File: config.mk
export PLATFORM = sky130hd
export DESIGN_NAME = sprite_animator
export DESIGN_NICKNAME = d
export VERILOG_FILES = /design/src/rtl/sprite_pkg.sv /design/src/rtl/sprite_animator_anim_tick_gen.sv /design/src/rtl/sprite_animator.sv
export SDC_FILE = /design/constraint.sdc
export NUM_CORES = 1
export LEC_CHECK = 0
export BUFFER_PORTS_ARGS = -buffer_cell sky130_fd_sc_hd__buf_2
export CORE_MARGIN = 10
export CORE_UTILIZATION = 54
export CTS_BUF_LIST = sky130_fd_sc_hd__clkbuf_4 sky130_fd_sc_hd__clkbuf_8
export DETAILED_ROUTE_END_ITERATION = 6
export PLACE_DENSITY = 0.86
export SYNTH_ARGS = -nofsm -noshare
export SYNTH_HDL_FRONTEND = slang
export SYNTH_SLANG_ARGS = --single-unit
File: constraint.sdc
create_clock -name Clk -period 3.8 [get_ports Clk]
set_input_delay 0.38 -clock Clk [delete_from_list [all_inputs] [get_ports Clk]]
set_output_delay 0.38 -clock Clk [all_outputs]
set_load 0.005 [all_outputs]
File: src/rtl/sprite_pkg.sv
// sprite_pkg: shared sprite state, colour type and character palette
package sprite_pkg;

    typedef enum logic [1:0] {HIDDEN, READY, ANIM, DONE} sprite_state_t;

    typedef struct packed {
        logic [7:0] r;
        logic [7:0] g;
        logic [7:0] b;
    } rgb_t;

    localparam int TRANSPARENT_IDX = 0;

    localparam rgb_t PALETTE [16] = '{
        24'h000000, 24'hFFFDFB, 24'hB53121, 24'hF83800,
        24'hE18300, 24'h1D7B01, 24'hAC7C00, 24'hD4E7C7,
        24'h057987, 24'h000000, 24'h000000, 24'h000000,
        24'h000000, 24'h000000, 24'h000000, 24'h000000
    };

endpackage

File: src/rtl/sprite_animator_anim_tick_gen.sv
// anim_tick_gen: one-cycle animation tick every TICK_DIV clocks, no derived clock
module anim_tick_gen #(
    parameter int TICK_DIV = 3_000_000
) (
    input  logic Clk,
    input  logic Reset,
    output logic tick
);

    localparam int W = (TICK_DIV > 1) ? $clog2(TICK_DIV) : 1;

    logic [W-1:0] cnt;

    assign tick = cnt == W'(TICK_DIV - 1);

    // free-running divider, wraps on the tick cycle
    always_ff @(posedge Clk or posedge Reset)
        if (Reset) cnt <= '0;
        else       cnt <= tick ? '0 : cnt + W'(1);

endmodule

File: src/rtl/sprite_animator.sv
// sprite_animator: scaled animated sprite over the VGA scan; SPRITE_HFLIP_EN adds hflip mirror input
module sprite_animator
    import sprite_pkg::*;
#(
    parameter int X_HOME       = 350,
    parameter int Y_HOME       = 352,
    parameter int SRC_W        = 13,
    parameter int SRC_H        = 24,
    parameter int SCALE_LOG2   = 1,
    parameter int SHEET_W      = 188,
    parameter int SHEET_X0     = 43,
    parameter int SHEET_Y0     = 114,
    parameter int N_FRAMES     = 2,
    parameter int TRIGGER_STEP = 400,
    parameter int TICK_DIV     = 3_000_000,
    parameter int ONE_SHOT     = 0,
    parameter int RAM_LAT      = 1,
    parameter int ADDR_W       = 19
) (
    input  logic              Clk,
    input  logic              Reset,
    input  logic [9:0]        DrawX,
    input  logic [9:0]        DrawY,
    input  logic [8:0]        scroll_pos,
    input  logic              freeze,
`ifdef SPRITE_HFLIP_EN
    input  logic              hflip,
`endif
    output logic [ADDR_W-1:0] read_addr,
    input  logic [3:0]        ram_data,
    output logic [7:0]        Red,
    output logic [7:0]        Green,
    output logic [7:0]        Blue,
    output logic              is_sprite,
    output logic [2:0]        anim_frame,
    output logic              visible
);

    localparam logic [2:0] LAST = 3'(N_FRAMES - 1);

    sprite_state_t state_q, state_d;
    logic [2:0]    frame_d;
    logic          tick;
    logic          hit;
    logic [10:0]   dx, dy, col, row;
    logic [19:0]   addr;
    logic [RAM_LAT:0] hit_sr;
    logic          opaque;

    anim_tick_gen #(.TICK_DIV(TICK_DIV)) u_tick (
        .Clk   (Clk),
        .Reset (Reset),
        .tick  (tick)
    );

    assign visible = state_q != HIDDEN;

    // animation state register
    always_ff @(posedge Clk or posedge Reset)
        if (Reset) begin
            state_q    <= HIDDEN;
            anim_frame <= '0;
        end else begin
            state_q    <= state_d;
            anim_frame <= frame_d;
        end

    // appearance and frame sequencing, advanced only on tick
    always_comb begin
        state_d = state_q;
        frame_d = anim_frame;
        if (tick)
            case (state_q)
                HIDDEN: if (scroll_pos > 9'(TRIGGER_STEP)) state_d = READY;
                READY: begin
                    state_d = ANIM;
                    frame_d = '0;
                end
                ANIM: if (!freeze) begin
                    if (anim_frame != LAST)  frame_d = anim_frame + 3'd1;
                    else if (ONE_SHOT != 0)  state_d = DONE;
                    else                     frame_d = '0;
                end
                default: ;
            endcase
    end

    assign dx  = {1'b0, DrawX} - 11'(X_HOME);
    assign dy  = {1'b0, DrawY} - 11'(Y_HOME);
    assign hit = visible && DrawX >= 10'(X_HOME) && DrawY >= 10'(Y_HOME)
              && dx < 11'(SRC_W << SCALE_LOG2) && dy < 11'(SRC_H << SCALE_LOG2);
`ifdef SPRITE_HFLIP_EN
    assign col = hflip ? 11'(SRC_W - 1) - (dx >> SCALE_LOG2) : dx >> SCALE_LOG2;
`else
    assign col = dx >> SCALE_LOG2;
`endif
    assign row  = dy >> SCALE_LOG2;
    assign addr = 20'(SHEET_X0) + 20'(anim_frame) * 20'(SRC_W) + 20'(col)
                + (20'(SHEET_Y0) + 20'(row)) * 20'(SHEET_W);

    // address stage plus hit delay line aligned with RAM read data
    always_ff @(posedge Clk or posedge Reset)
        if (Reset) begin
            read_addr <= '0;
            hit_sr    <= '0;
        end else begin
            read_addr <= hit ? ADDR_W'(addr) : '0;
            hit_sr[0] <= hit;
            for (int i = 1; i <= RAM_LAT; i++) hit_sr[i] <= hit_sr[i-1];
        end

    assign opaque = hit_sr[RAM_LAT] && ram_data != 4'(TRANSPARENT_IDX) && ram_data <= 4'd9;

    // palette output stage; transparent and unused indices give no pixel
    always_ff @(posedge Clk or posedge Reset)
        if (Reset) begin
            Red       <= '0;
            Green     <= '0;
            Blue      <= '0;
            is_sprite <= 1'b0;
        end else begin
            Red       <= opaque ? PALETTE[ram_data].r : 8'd0;
            Green     <= opaque ? PALETTE[ram_data].g : 8'd0;
            Blue      <= opaque ? PALETTE[ram_data].b : 8'd0;
            is_sprite <= opaque;
        end

endmodule

==> out/metrics.csv <==
metric;value;unit
status;complete, but fails checks;
violations;setup timing;
max_freq;198;MHz
antenna_cells;0;
insertion_delay;350;ps
fillerInstances;625;
syn_avg_cell_area;9.47;sq um
via_per_inst;5.54;
grtUsageMet3;4.51;%
antenna_found_initial;0;
postRouteAntennaNets;0;
relSlewSlack;40.9;%
grt_util_met1;22.1;%
fin_area;8280;sq um
critPathKind;input pin to flop;
worst_slew_pin_slew;885;ps
wire_per_inst;18.2;microns
dr.pass1.iters;6;
cp.arrival;5260;ps
routed_wl;17.2;mm
final_nets;945;
rrSetupSlack;-380;ps
drc;0;
cp.required;4020;ps
vias;5239;
worstSetupEndpointType;flop;
synthFlopType;dfrtp_1;
startpoint_type;input pin;
synth_fp_nets;764;
maxCapViolations;0;
dr.first_iter.drc_count;501;
finalSetupTns;-12380;ps
async_flop_share;100;%
maxSlewViolCount;0;
ys_seq_elements;70;
start_util;54.7;%
area_delta_synth_final;40.8;%
die_x;124;microns
ios;84;
routabilityCongestion;0.840;
skew;13.9;ps
multi_input_area;4550;sq um
cts.clk_slew.worst_paths;80;ps
synthCells;621;
synth_edf_count;0;
grt_pass1_wl;27.8;mm
ys_warn_count;0;
grtUsageTotal;21.2;%
cts_max_path_buffers;2;
dpl.hpwl;12.1;mm
dieHeight;124;microns
worst_slack;-1240;ps
die-area;15500;sq um
finalCriticalPeriod;5040;ps
yosysSeqAreaShare;29.8;%
clock-root-buffer;clkbuf_8;
grt_max_degree;44;
synthTopCellsByArea;dfrtp_1 (30%), ha_1 (16%), fa_1 (11%);
grt_pass1_vias;5827;
cts.sinks;70;
coreArea;10700;sq um
cts_tree;done;
rsz0062_at_grt;true;
synth.largest_area_cell;dfrtp_1;
drive_above_1_share;38.2;%
post_dp_cell_area;7580;sq um
post_layout_nonfiller_instances;946;
hold_viol_final;0;
synth.distinct_cells;53;
hp-class;input pin to async pin;
grt-ovfl-total;0;
seqCellArea;1750;sq um
rows;38;
netlist.area_leader.share;29.8;%
finalCritPeriodShare;133;%
setup_violations;13;
hold_buffers;0;
io_buffers;81;
cts_buffers;9;
use_met2;39.8;%
htree_levels;3;
cp_max_fo;3;
grt_busiest_layer;met2;
netlist_area;5880;sq um
placed_cells;920;
what timing repair did:
| item | in CTS | in global routing |
|---|---|---|
| buffers inserted | 10 | 3 |
| endpoints found under the setup margin | 14 | 14 |
| gates resized for setup | 70 | 14 |
| pin swaps | 76 | 39 |
cells by family after synthesis:
family	share of synthesized area, %
xor+xnor	9.90
simple gates	15.9
buf+inv	6.07
flops	29.8
compound gates	10.9
mux	0.511
fa+ha+maj	26.9
through the flow:
stage          util [%]  worst slack (ps)  hold slack [ps]
2_1_floorplan         -             -1170              331
3_3_place_gp       70.5             -1460              332
3_5_place_dp       70.5             -1660              336
4_1_cts            76.2             -1150              240
5_1_grt            77.0             -1320              274
6_report           77.0             -1240              220
layout make-up:
class / instances / area share, %
Inverter: 78 / 3.58
Sequential cell: 70 / 21.2
Tap cell: 140 / 2.12
Timing Repair Buffer: 184 / 15.6
Multi-Input combinational cell: 459 / 55.0
Clock inverter: 5 / 1.01
Clock buffer: 10 / 1.59
worst max-delay path, stage by stage:
cell and delay [ps]:
buf_8 110, ha_4 180, xor2_4 190, fa_1 440, ha_1 310, inv_2 40, fa_1 500, fa_1 510
inv_2 50, ha_4 270, ha_4 130, inv_2 40, fa_1 560, inv_2 60, ha_4 220, or2_4 240
a21oi_2 150, a21oi_2 60, and4_4 190, a2111oi_4 280, nor2b_1 120, xnor2_1 180, nor2_1 80
layout by cell type, fill, tap and decap left out, types with 11 or more instances in the layout:
cell type   n
dfrtp_1    70
o21ai_0    20
a21oi_1    22
xor2_1     18
inv_1      62
ha_1       54
buf_2      76
fa_1       31
xnor2_1    27
nor2_1     47
nand2_1    32
ha_4       20
buf_6      12
o21a_1     11
inv_2      15
nand3_1    12
buf_4      91
per-layer routing:
metal / share of wire [%] / vias to the layer above / routed length [microns]
li1: - / 2428 / -
met1: 36 / 2537 / 6220
met2: 54 / 223 / 9360
met3: 5.7 / 51 / 983
met4: 3.6 / 0 / 622
met5: 0 / - / 0
final timing paths:
check,startpoint,endpoint,cells past startpoint
setup / recovery,DrawY[2],read_addr[15],23
hold / removal,Reset,u_tick.cnt[8],2
setup reg to reg,anim_frame[0],read_addr[18],14
hold reg to reg,hit_sr[0],hit_sr[1],0
max in group asynchronous,Reset,Green[4],3
min in group Clk,scroll_pos[7],state_q[0],3
state kept, by name, indices dropped and copies added (netlist names):
name and cells:
read_addr 19, u_tick.cnt 22, hit_sr 2, is_sprite 1, Red 7, anim_frame 3
state_q 2, Blue 6, Green 8
cell usage after synthesis, types with 4 or more instances:
| master | number |
|---|---|
| a21o_1 | 9 |
| a21oi_1 | 33 |
| and2_1 | 9 |
| and3_1 | 7 |
| clkbuf_1 | 10 |
| dfrtp_1 | 70 |
| fa_1 | 32 |
| ha_1 | 75 |
| inv_1 | 78 |
| nand2_1 | 35 |
| nand2b_1 | 10 |
| nand3_1 | 15 |
| nand3b_1 | 4 |
| nand4_1 | 9 |
| nor2_1 | 49 |
| nor2b_1 | 12 |
| nor3_1 | 11 |
| o21a_1 | 11 |
| o21ai_0 | 27 |
| or2_2 | 6 |
| xnor2_1 | 40 |
| xor2_1 | 22 |
Power is left out: the tool's default activity adds up to more than one toggle a clock period on the data nets, which glitch-free logic cannot reach.
